File: config.mk
export PLATFORM = sky130hd
export DESIGN_NAME = button_conditioner_flat
export DESIGN_NICKNAME = d
export VERILOG_FILES = /design/src/rtl/spacedash_pkg.sv /design/src/rtl/button_conditioner_if.sv /design/src/rtl/btn_channel.sv /design/src/rtl/button_conditioner.sv /design/src/flat_wrapper.sv
export SDC_FILE = /design/constraint.sdc
export NUM_CORES = 1
export LEC_CHECK = 0
export CAP_MARGIN = 20
export CORE_UTILIZATION = 37
export CTS_CLUSTER_DIAMETER = 50
export DETAILED_ROUTE_END_ITERATION = 12
export SYNTH_ARGS = -nofsm -noshare
export SYNTH_HDL_FRONTEND = slang
export SYNTH_SLANG_ARGS = --single-unit
File: constraint.sdc
create_clock -name CLOCK_50 -period 5.8 [get_ports CLOCK_50]
set_input_delay 0.87 -clock CLOCK_50 [delete_from_list [all_inputs] [get_ports CLOCK_50]]
set_output_delay 0.87 -clock CLOCK_50 [all_outputs]
set_load 0.01 [all_outputs]
File: src/rtl/spacedash_pkg.sv
// Shared constants and types for the spaceDash button front-end.
// Latency: n/a (declarations only).
// Backpressure: n/a.
package spacedash_pkg;

    localparam int unsigned NUM_BTN = 4;

    // Channel index of each physical button on the GPIO header
    localparam int unsigned BTN_LEFT  = 0;
    localparam int unsigned BTN_RIGHT = 1;
    localparam int unsigned BTN_FIRE  = 2;
    localparam int unsigned BTN_START = 3;

    // Auto-repeat state: waiting for a press, or holding and counting
    typedef enum logic {
        RPT_IDLE = 1'b0,
        RPT_HOLD = 1'b1
    } rpt_state_t;

endpackage

File: src/rtl/button_conditioner_if.sv
// Bundle of raw pins and conditioned button outputs between board wrapper and game.
// Latency: n/a (wires only).
// Backpressure: none; every output is a level or a single-cycle strobe.
interface button_conditioner_if #(
    parameter int unsigned NUM_BTN = spacedash_pkg::NUM_BTN
);
    logic [NUM_BTN-1:0] btn_raw_n;    // raw pins, active-low, asynchronous
    logic [NUM_BTN-1:0] btn_level;    // debounced level, 1 = pressed
    logic [NUM_BTN-1:0] btn_press;    // one-cycle strobe on accepted press
    logic [NUM_BTN-1:0] btn_release;  // one-cycle strobe on accepted release
    logic [NUM_BTN-1:0] btn_repeat;   // one-cycle auto-repeat strobe while held

    // Pin side drives the raw inputs and observes the conditioned outputs
    modport master (
        output btn_raw_n,
        input  btn_level,
        input  btn_press,
        input  btn_release,
        input  btn_repeat
    );

    // Conditioner side
    modport slave (
        input  btn_raw_n,
        output btn_level,
        output btn_press,
        output btn_release,
        output btn_repeat
    );
endinterface

File: src/rtl/btn_channel.sv
// One button: 2-flop synchroniser, debounce counter, optional auto-repeat FSM.
// Latency: pin edge to level/press/release is 2 + DEBOUNCE_CYC cycles.
// Backpressure: none; strobes are single-cycle and cannot be stalled.
module btn_channel
    import spacedash_pkg::*;
#(
    parameter int unsigned DEBOUNCE_CYC  = 500000,
    parameter int unsigned REPEAT_DELAY  = 25000000,
    parameter int unsigned REPEAT_PERIOD = 5000000,
    parameter bit          REPEAT_EN     = 1'b0
) (
    input  logic clk_i,
    input  logic rst_i,
    input  logic raw_n_i,
    output logic level_o,
    output logic press_o,
    output logic release_o,
    output logic repeat_o
);

    // A one-cycle debounce window still needs a 1-bit counter
    localparam int unsigned  DW   = (DEBOUNCE_CYC > 1) ? $clog2(DEBOUNCE_CYC) : 1;
    localparam logic [DW-1:0] DMAX = DW'(DEBOUNCE_CYC - 1);

    logic [1:0]    sync_q;
    logic          sync_s;
    logic [DW-1:0] dcnt_q, dcnt_d;
    logic          level_q, level_d;
    logic          press_q, press_d;
    logic          release_q, release_d;

    assign sync_s = sync_q[1];

    // Two-flop synchroniser; the pin is inverted first so 1 means pressed
    always_ff @(posedge clk_i) begin
        if (rst_i) begin
            sync_q <= 2'b00;
        end else begin
            sync_q <= {sync_q[0], ~raw_n_i};
        end
    end

    // Debounce: count consecutive cycles that disagree with the level; any agreement restarts
    always_comb begin
        dcnt_d    = dcnt_q;
        level_d   = level_q;
        press_d   = 1'b0;
        release_d = 1'b0;
        if (sync_s == level_q) begin
            dcnt_d = '0;
        end else if (dcnt_q == DMAX) begin
            dcnt_d    = '0;
            level_d   = sync_s;
            press_d   = sync_s;
            release_d = ~sync_s;
        end else begin
            dcnt_d = dcnt_q + 1'b1;
        end
    end

    // Debounce state and registered strobes, updated together with the level
    always_ff @(posedge clk_i) begin
        if (rst_i) begin
            dcnt_q    <= '0;
            level_q   <= 1'b0;
            press_q   <= 1'b0;
            release_q <= 1'b0;
        end else begin
            dcnt_q    <= dcnt_d;
            level_q   <= level_d;
            press_q   <= press_d;
            release_q <= release_d;
        end
    end

    assign level_o   = level_q;
    assign press_o   = press_q;
    assign release_o = release_q;

    if (REPEAT_EN && (REPEAT_PERIOD == 0 || REPEAT_PERIOD > REPEAT_DELAY)) begin : g_bad_cfg
        $error("btn_channel: REPEAT_PERIOD must be in 1..REPEAT_DELAY");
    end

    if (REPEAT_EN) begin : g_rpt
        // rcnt only ever reaches REPEAT_DELAY-1 before it is reloaded
        localparam int unsigned   RW      = (REPEAT_DELAY > 1) ? $clog2(REPEAT_DELAY) : 1;
        localparam logic [RW-1:0] RFIRST  = RW'(REPEAT_DELAY - 1);
        localparam logic [RW-1:0] RRELOAD = RW'(REPEAT_DELAY - REPEAT_PERIOD);

        rpt_state_t    state_q, state_d;
        logic [RW-1:0] rcnt_q, rcnt_d;
        logic          repeat_q, repeat_d;

        // Repeat FSM: a release accepted this cycle wins over a repeat that falls due
        always_comb begin
            state_d  = state_q;
            rcnt_d   = rcnt_q;
            repeat_d = 1'b0;
            case (state_q)
                RPT_IDLE: begin
                    if (press_d) begin
                        state_d = RPT_HOLD;
                        rcnt_d  = '0;
                    end
                end
                RPT_HOLD: begin
                    if (release_d) begin
                        state_d = RPT_IDLE;
                        rcnt_d  = '0;
                    end else if (rcnt_q == RFIRST) begin
                        repeat_d = 1'b1;
                        rcnt_d   = RRELOAD;
                    end else begin
                        rcnt_d = rcnt_q + 1'b1;
                    end
                end
                default: begin
                    state_d = RPT_IDLE;
                    rcnt_d  = '0;
                end
            endcase
        end

        // Repeat FSM state register
        always_ff @(posedge clk_i) begin
            if (rst_i) begin
                state_q  <= RPT_IDLE;
                rcnt_q   <= '0;
                repeat_q <= 1'b0;
            end else begin
                state_q  <= state_d;
                rcnt_q   <= rcnt_d;
                repeat_q <= repeat_d;
            end
        end

        assign repeat_o = repeat_q;
    end else begin : g_no_rpt
        assign repeat_o = 1'b0;
    end

endmodule

File: src/rtl/button_conditioner.sv
// Conditions the four spaceDash push-buttons: sync, debounce, press/release/repeat strobes.
// Latency: pin edge to level/strobe is 2 + DEBOUNCE_CYC cycles of CLOCK_50.
// Backpressure: none; consumers must sample single-cycle strobes every cycle.
module button_conditioner #(
    parameter int unsigned        NUM_BTN       = spacedash_pkg::NUM_BTN,
    parameter int unsigned        DEBOUNCE_CYC  = 500000,
    parameter int unsigned        REPEAT_DELAY  = 25000000,
    parameter int unsigned        REPEAT_PERIOD = 5000000,
    parameter logic [NUM_BTN-1:0] REPEAT_MASK   = NUM_BTN'(4'b0011)
) (
    input  logic                  CLOCK_50,
    input  logic                  reset,
    button_conditioner_if.slave   btn
);

    // One independent conditioner per button; repeat only where the mask enables it
    for (genvar i = 0; i < NUM_BTN; i++) begin : g_ch
        btn_channel #(
            .DEBOUNCE_CYC  (DEBOUNCE_CYC),
            .REPEAT_DELAY  (REPEAT_DELAY),
            .REPEAT_PERIOD (REPEAT_PERIOD),
            .REPEAT_EN     (REPEAT_MASK[i])
        ) u_ch (
            .clk_i     (CLOCK_50),
            .rst_i     (reset),
            .raw_n_i   (btn.btn_raw_n[i]),
            .level_o   (btn.btn_level[i]),
            .press_o   (btn.btn_press[i]),
            .release_o (btn.btn_release[i]),
            .repeat_o  (btn.btn_repeat[i])
        );
    end

endmodule

File: src/flat_wrapper.sv
// flat-port wrapper written by rule: the top's interface ports become plain ports
module button_conditioner_flat 
#(
    parameter int unsigned        NUM_BTN       = spacedash_pkg::NUM_BTN,
    parameter int unsigned        DEBOUNCE_CYC  = 500000,
    parameter int unsigned        REPEAT_DELAY  = 25000000,
    parameter int unsigned        REPEAT_PERIOD = 5000000,
    parameter logic [NUM_BTN-1:0] REPEAT_MASK   = NUM_BTN'(4'b0011)
)
  (CLOCK_50, reset, btn_btn_raw_n, btn_btn_level, btn_btn_press, btn_btn_release, btn_btn_repeat);
  button_conditioner_if #(.NUM_BTN(NUM_BTN)) btn_i ();
  input  logic CLOCK_50;
  input  logic reset;
  input wire logic [$bits(btn_i.btn_raw_n)-1:0] btn_btn_raw_n;
  output wire logic [$bits(btn_i.btn_level)-1:0] btn_btn_level;
  output wire logic [$bits(btn_i.btn_press)-1:0] btn_btn_press;
  output wire logic [$bits(btn_i.btn_release)-1:0] btn_btn_release;
  output wire logic [$bits(btn_i.btn_repeat)-1:0] btn_btn_repeat;
  assign btn_i.btn_raw_n = btn_btn_raw_n;
  assign btn_btn_level = btn_i.btn_level;
  assign btn_btn_press = btn_i.btn_press;
  assign btn_btn_release = btn_i.btn_release;
  assign btn_btn_repeat = btn_i.btn_repeat;
  button_conditioner #(.NUM_BTN(NUM_BTN), .DEBOUNCE_CYC(DEBOUNCE_CYC), .REPEAT_DELAY(REPEAT_DELAY), .REPEAT_PERIOD(REPEAT_PERIOD), .REPEAT_MASK(REPEAT_MASK)) u_core (.CLOCK_50(CLOCK_50), .reset(reset), .btn(btn_i));
endmodule
Word level (Yosys, flattened, before mapping)

Cells that the tools add are included.

Add/sub/neg operators: 6
Reduce and logical (&&, ||, !) cells: 12
Equality and inequality tests: 12
Bitwise operators: 16
Mux-type cells: 24

Operators by type and width:

| operator                | count |
|---|---|
| $mux W25                | 6 |
| $pmux W25 S2            | 2 |
| $add A19 B1 Y19 const B | 4 |
| $eq A19 B19 Y1 const B  | 4 |
| $add A25 B1 Y25 const B | 2 |
| $eq A25 B25 Y1 const B  | 2 |
| $reduce_or A3 Y1        | 8 |
| $not A1 Y1              | 16 |
| $mux W1                 | 14 |
| $reduce_and A2 Y1       | 4 |
| $eq A1 B1 Y1            | 4 |
| $ne A2 B2 Y1 const B    | 2 |
| $pmux W1 S2             | 2 |

Output and inout bits: 16
Register bits after elaboration: 150

Longest topological paths before layout

Gate-level depths: netlist of run 1.

Word-level depth: 5
Gate-level depth with buffers: 8
Mapped depth without buffers: 6

Hierarchy

From an unflattened synthesis of run 1, not the netlist that was laid out.

Cells, all modules: 855
Area, all modules: 7298.2 um2

By module, submodules not included:

| module                                 | area each (um2) | cells an instance | instances |
|---|---|---|---|
| btn_channel at u_core.g_ch[0].u_ch     | 2581.2          | 315               | 1 |
| btn_channel at u_core.g_ch[1].u_ch     | 2577.5          | 306               | 1 |
| btn_channel at u_core.g_ch[2].u_ch ... | 1069.8          | 117               | 2 |

Worst setup path before layout of run 1

Ideal clock, no wire load.

Path type: input to register
From: input port reset
To: register u_core.g_ch[1].u_ch.g_rpt.rcnt_q[5]
Data required time: 5.726 ns
Setup slack: 3.799 ns
Stages: 6
Arrival time: 1.927 ns
Cell sequence: clkbuf_1 -> nor2_1 -> a21boi_0 -> buf_2 -> a31oi_1 -> o21ai_0

RTL lines:

| element              | RTL line           | RTL |
|---|---|---|
| from (decl)          | flat_wrapper.sv:13 | `input logic reset;` |
| to (signal assigned) | btn_channel.sv:132 | `rcnt_q <= rcnt_d;` |
| to (decl)            | btn_channel.sv:91  | `logic [RW-1:0] rcnt_q, rcnt_d;` |

==> results.json, run 1 <==
{
  "status": "finished, final reports clean",
  "max_cap_viol_count": 0,
  "seqPwrFrac": 0.462,
  "grt_overflow_total": 0,
  "final_common_cell": "dfxtp_1",
  "final_cell_area_um2": 8110,
  "worstHoldPathType": "reg -> reg",
  "final_cell_mix": "150 x dfxtp_1, 121 x nor2_1, 61 x nand2_1",
  "holdWs_ns": 0.435,
  "syn_inst": 842,
  "combinationalPowerShare": 0.034,
  "critPathMaxStageDelay_ns": 0.79,
  "clockBufferDepth": 2,
  "power.density_nw_per_um2": 279,
  "via_per_inst": 5.21,
  "dp_slack_ns": 2.71,
  "grt_pass1_vias": 5427,
  "worst_ep_required_time_ns": 6.12,
  "synth_edf_count": 0,
  "ys_seq_area_frac": 0.417,
  "port_buffers": 19,
  "syn-cell-area_um2": 7200,
  "holdPathStages": 1,
  "numCtsBuffers": 17,
  "rsz0062_at_grt": "no",
  "drt-total-wl_um": 15200,
  "final.fill_count": 1919,
  "cts_tree": "done",
  "dieWidth_um": 142,
  "worst_pin_slew_ns": 0.962,
  "diodes": 0,
  "first_pass_iters": 5,
  "setup_tns_ns": 0,
  "crit_path_top_delay_cell": "o21a_1",
  "dp.final_hpwl_um": 10100,
  "total_power_uw": 2260,
  "power_frac_clock": 0.504,
  "cts_sinks": 150,
  "postCtsSetupBuffers": 0,
  "internal_power_uw": 1780,
  "wl_per_cell_um": 13.6,
  "initial_core_util": 0.381,
  "place.gp.congestion": 0.833,
  "antenna_found_initial": 0,
  "setup_viol": 0,
  "die_area_um2": 20000,
  "power_switching_uw": 483,
  "hold_violations": 0,
  "peakVddDrop_v": 0.000230,
  "synth_cell_type_count": 72,
  "track_usage": 0.162,
  "cts_resized": 0,
  "min_period_ns": 2.66,
  "p_leak_uw": 0.00263,
  "root_buffer": "clkbuf_16",
  "cp_max_fo": 39,
  "vias": 5816,
  "path_class": "in -> reg",
  "clock.fmax_mhz": 376,
  "r2r_slack_ns": 3.29,
  "ys_ff_latch": 150,
  "layout_setup_ws_ns": 3.14,
  "async_flop_share": 0,
  "slew_viol_final": 0,
  "grt_max_degree": 40,
  "grt_pass1_wl_um": 26400,
  "clk_pin_slew_ns": 0.06,
  "final_antenna_net_count": 0,
  "ios": 22,
  "timing.final.crit_share": 0.458,
  "clock_skew_ns": 0.00948,
  "drt_iter0_drc": 319,
  "fp.coreArea_um2": 18900,
  "syn_to_final_growth_pct": 12.6,
  "yosys_warnings": 0,
  "nets": 856,
  "rr_worst_depth": 6,
  "avgSynthCellArea_um2": 8.55,
  "rows": 50,
  "drive_gt1_frac": 0.0678,
  "arrival_ns": 2.97,
  "place_area_um2": 7500,
  "cp-end-kind": "register",
  "clk_latency_ns": 0.42,
  "synth_ff_type": "dfxtp_1",
  "drcViolationCount": 0,
  "start_kind": "primary input",
  "cts_hold_buffers": 0,
  "cts-htree-levels": 4,
  "crit_chain": "buf_2 -> buf_4 -> nor2b_1 -> o21a_1 -> nand2_1 -> o311ai_0",
  "die_h_um": 142,
  "netSwitchingFraction": 0.213,
  "slew_headroom": 0.358
}
[stage by stage]
stage | instances | utilization
after global placement | 1085 | 0.397
after global routing | 1116 | 0.429
after detailed placement | 1085 | 0.397
final | 1116 | 0.429
after floorplan | 843 | -
after CTS | 1116 | 0.429
[cell families (layout without fill, tap and decap cells)]
family	count (synthesis)	after routing	share of synthesized area
AO/OA/AOI/OAI	117	117	0.108
XOR/XNOR	77	77	0.0936
adder cells (fa/ha/maj)	6	6	0.0104
buffers and inverters	64	77	0.0469
flip-flops	150	150	0.417
multiplexers	6	6	0.00834
other	1	2	0.000521
AND/OR/NAND/NOR	421	421	0.316
[area by class of cell]
type / instances / area, um^2 / share of cell area
multi-input combinational: 629 / 3870 / 0.477
sequential: 150 / 3000 / 0.370
clock buffer: 22 / 484 / 0.0597
tap: 260 / 325 / 0.0401
timing repair buffer: 23 / 215 / 0.0265
clock inverter: 9 / 124 / 0.0153
inverter: 23 / 86.3 / 0.0106
[final timing paths]
| path | from | endpoint |
|---|---|---|
| max | reset | u_core.g_ch[1].u_ch.g_rpt.rcnt_q[15]$_SDFFE_PP0P_ |
| min | u_core.g_ch[3].u_ch.sync_q[0]$_SDFF_PP0_ | u_core.g_ch[3].u_ch.sync_q[1]$_SDFF_PP0_ |
| max reg2reg | u_core.g_ch[1].u_ch.dcnt_q[0]$_SDFF_PP0_ | u_core.g_ch[1].u_ch.g_rpt.rcnt_q[9]$_SDFFE_PP0P_ |
| min reg2reg | u_core.g_ch[3].u_ch.sync_q[0]$_SDFF_PP0_ | u_core.g_ch[3].u_ch.sync_q[1]$_SDFF_PP0_ |
[registers in the layout, summed over array words and instances (netlist names)]
signal,count
u_core.g_ch.u_ch.sync_q,8
u_core.g_ch.u_ch.g_rpt.state_q,2
u_core.g_ch.u_ch.level_o,4
u_core.g_ch.u_ch.release_o,4
u_core.g_ch.u_ch.repeat_o,2
u_core.g_ch.u_ch.dcnt_q,76
u_core.g_ch.u_ch.press_o,4
u_core.g_ch.u_ch.g_rpt.rcnt_q,50
[synth_stat cells, drive strengths merged, types with 3 or more instances]
master  count  share of area
nor3       27          0.020
a22oi       5         0.0052
nand4      40          0.038
and3       19          0.017
a22o        9          0.011
buf        31          0.029
or4b        4         0.0061
or2         4         0.0035
nand2b      8         0.0069
mux2i       6         0.0083
nand2      62          0.033
nand3b      4         0.0042
a21oi      19          0.014
nor4       14          0.013
or3        13          0.012
a32oi       4         0.0049
xnor2      40          0.049
ha          6          0.010
nor2b       8         0.0069
a21o        4         0.0042
nand3      50          0.036
o21ai      37          0.027
clkbuf     10         0.0056
or4         4         0.0042
o31ai       7         0.0073
o41ai       3         0.0036
and4       19          0.023
nor2      121          0.063
dfxtp     150           0.42
nor4b       9          0.013
and2        7         0.0061
inv        23          0.012
a31oi      10         0.0087
xor2       37          0.045
[critical path: cells and delay by family]
| family | cells | cell delay [ns] |
|---|---|---|
| compound gates | 2 | 1.17 |
| simple gates | 2 | 0.56 |
| buf+inv | 2 | 0.33 |
[metal layers]
layer / vias to the layer above / share of wire / global-route usage
met4: 0 / 0.014 / 0.0600
met3: 16 / 0.029 / 0.0348
met1: 2709 / 0.50 / 0.217
met5: - / 0 / 0
met2: 80 / 0.45 / 0.257
li1: 3011 / - / -
[power groups by stage]
stage          clock network [uW]  registers (uW)  logic [uW]
2_1_floorplan                   0            1070        56.5
3_3_place_gp                    0            1070        76.9
3_5_place_dp                    0            1070        77.5
4_1_cts                      1170            1050        77.8
5_1_grt                      1220            1050        87.1
6_report                     1140            1050        77.3
Power figures use the tool's default switching activity.
==> run 2, diff against run 1 <==
==> constraint.sdc (replaced) <==
create_clock -name CLOCK_50 -period 2.55 [get_ports CLOCK_50]
set_input_delay 0.3825 -clock CLOCK_50 [delete_from_list [all_inputs] [get_ports CLOCK_50]]
set_output_delay 0.3825 -clock CLOCK_50 [all_outputs]
set_load 0.01 [all_outputs]
==> run 2 against run 1 <==
- clock power up 140%
- utilization up 0.70 points
- via count up 0.60%
- first-iteration DRC count down 16%
- die area unchanged
- power up 130%
- design area up 1.6%
- critical path type is now reg -> reg
==> results.json, run 2 (synthesis gave the netlist of run 1 again) <==
{
  "dp.final_hpwl_um": 10400,
  "cts_sinks": 150,
  "clockBufferDepth": 2,
  "cts-htree-levels": 4,
  "p_leak_uw": 0.00269,
  "clock.fmax_mhz": 449,
  "drt-total-wl_um": 15400,
  "hold_violations": 0,
  "drive_gt1_frac": 0.0840,
  "worst_pin_slew_ns": 0.746,
  "multi_input_area_um2": 3870,
  "netSwitchingFraction": 0.222,
  "diodes": 0,
  "cp_top_family": "compound AO/OA/AOI/OAI gates",
  "seqPwrFrac": 0.448,
  "setup_tns_ns": 0,
  "root_buffer": "clkbuf_16",
  "largestRegisters": "u_core.g_ch.u_ch.dcnt_q: 76 flops, u_core.g_ch.u_ch.g_rpt.rcnt_q: 50 flops, u_core.g_ch.u_ch.sync_q: 8 flops",
  "min_period_ns": 2.23,
  "holdWs_ns": 0.352,
  "worstHoldPathType": "in -> reg",
  "wl_per_cell_um": 13.6,
  "slew_viol_final": 0,
  "timing.final.crit_share": 0.873,
  "largest_register_ffs": 76,
  "rows": 50,
  "worst_ep_required_time_ns": 2.87,
  "status": "finished, final reports clean",
  "clk_pin_slew_ns": 0.06,
  "cts_tree": "done",
  "max_cap_viol_count": 0,
  "ios": 22,
  "syn_to_final_growth_pct": 14.4,
  "final_cell_mix": "150 x dfxtp_1, 121 x nor2_1, 61 x nand2_1",
  "cp_max_fo": 10,
  "clock_skew_ns": 0.00679,
  "dieWidth_um": 142,
  "arrival_ns": 2.55,
  "power.density_nw_per_um2": 643,
  "place.gp.congestion": 0.831,
  "rsz0062_at_grt": "no",
  "internal_power_uw": 4130,
  "first_pass_iters": 6,
  "power_switching_uw": 1170,
  "seq_area_um2": 3000,
  "power_frac_clock": 0.516,
  "numCtsBuffers": 17,
  "drcViolationCount": 0,
  "die_area_um2": 20000,
  "grt_pass1_vias": 5486,
  "grt_overflow_total": 0,
  "vias": 5851,
  "setup_viol": 0,
  "fp.coreArea_um2": 18900,
  "nets": 868,
  "clk_latency_ns": 0.43,
  "critPathMaxStageDelay_ns": 0.41,
  "largest_register": "u_core.g_ch.u_ch.dcnt_q",
  "grt_max_degree": 29,
  "track_usage": 0.160,
  "slew_headroom": 0.502,
  "critPathBufInv": 0,
  "start_kind": "register",
  "drt_iter0_drc": 267,
  "peakVddDrop_v": 0.000504,
  "port_buffers": 19,
  "cp-end-kind": "register",
  "final_antenna_net_count": 0,
  "path_class": "reg -> reg",
  "postCtsSetupBuffers": 0,
  "initial_core_util": 0.381,
  "grt_pass1_wl_um": 26000,
  "crit_path_top_delay_cell": "or3_1",
  "antenna_found_initial": 0,
  "via_per_inst": 5.18,
  "final_common_cell": "dfxtp_1",
  "final.fill_count": 1891,
  "combinationalPowerShare": 0.036,
  "crit_chain": "ha_1 -> nand4_4 -> or3_1 -> o21ai_2 -> o21ai_0 -> a22o_1",
  "die_h_um": 142
}
## run 2: per-stage QoR
step                       util  power [uW]  instances  setup slack [ns]  area (um^2)
after floorplan               -        2550        843             0.598         7210
after global placement    0.402        2620       1097             0.245         7590
final                     0.436        5300       1129             0.324         8240
after detailed placement  0.402        2620       1097             0.171         7590
after global routing      0.436        5490       1129             0.189         8240
after CTS                 0.436        5370       1129             0.149         8240
## run 2: per-layer routing
metal / global-route usage / vias up / routed length, um / part of all wire
met3: 0.0341 / 18 / 469 / 0.031
met4: 0.0606 / 0 / 244 / 0.016
met2: 0.257 / 93 / 6940 / 0.45
li1: - / 3034 / - / -
met5: 0 / - / 0 / 0
met1: 0.211 / 2706 / 7720 / 0.50
## run 2: tightest hold or removal path: stages
cell	delay, ns
buf_2	0.13
buf_4	0.17
nor2b_1	0.05
## run 2: final timing paths
kind / cells past startpoint / slack, ns / startpoint / to
setup / recovery: 6 / 0.32 / u_core.g_ch[1].u_ch.dcnt_q[0]$_SDFF_PP0_ / u_core.g_ch[1].u_ch.g_rpt.rcnt_q[20]$_SDFFE_PP0P_
hold / removal: 3 / 0.35 / reset / u_core.g_ch[3].u_ch.sync_q[1]$_SDFF_PP0_
setup reg to reg: 6 / 0.32 / u_core.g_ch[1].u_ch.dcnt_q[0]$_SDFF_PP0_ / u_core.g_ch[1].u_ch.g_rpt.rcnt_q[20]$_SDFFE_PP0P_
hold reg to reg: 1 / 0.44 / u_core.g_ch[1].u_ch.sync_q[0]$_SDFF_PP0_ / u_core.g_ch[1].u_ch.sync_q[1]$_SDFF_PP0_
## run 2: timing repair
action | in CTS | in global routing
setup endpoints to repair | 0 | 1
resized for setup | 0 | 1
hold buffers | 0 | 0
## run 2: final cells by class
cell class / instances / share of cell area
clock buffers: 19 / 0.0550
well taps: 260 / 0.0395
flip-flops and latches: 150 / 0.364
multi-input cells: 629 / 0.470
inverters: 23 / 0.0105
clock inverters: 13 / 0.0237
repair buffers: 35 / 0.0371
## run 2: power groups by stage
stage,Clock [uW],Combinational [uW],Sequential [uW]
after floorplan,0,129,2420
after global placement,0,188,2430
after detailed placement,0,189,2430
after CTS,2800,190,2380
after global routing,2900,209,2380
final,2730,190,2380
==> run 3, diff against run 2 <==
--- a/config.mk
+++ b/config.mk
@@ -5,10 +5,10 @@
 export SDC_FILE = /design/constraint.sdc
 export NUM_CORES = 1
 export LEC_CHECK = 0
-export CAP_MARGIN = 20
 export CORE_UTILIZATION = 37
 export CTS_CLUSTER_DIAMETER = 50
 export DETAILED_ROUTE_END_ITERATION = 12
+export GPL_ROUTABILITY_DRIVEN = 0
 export SYNTH_ARGS = -nofsm -noshare
 export SYNTH_HDL_FRONTEND = slang
 export SYNTH_SLANG_ARGS = --single-unit
==> results of run 3 <==
The final DEF is identical to that of run 2; final timing and power are the same.
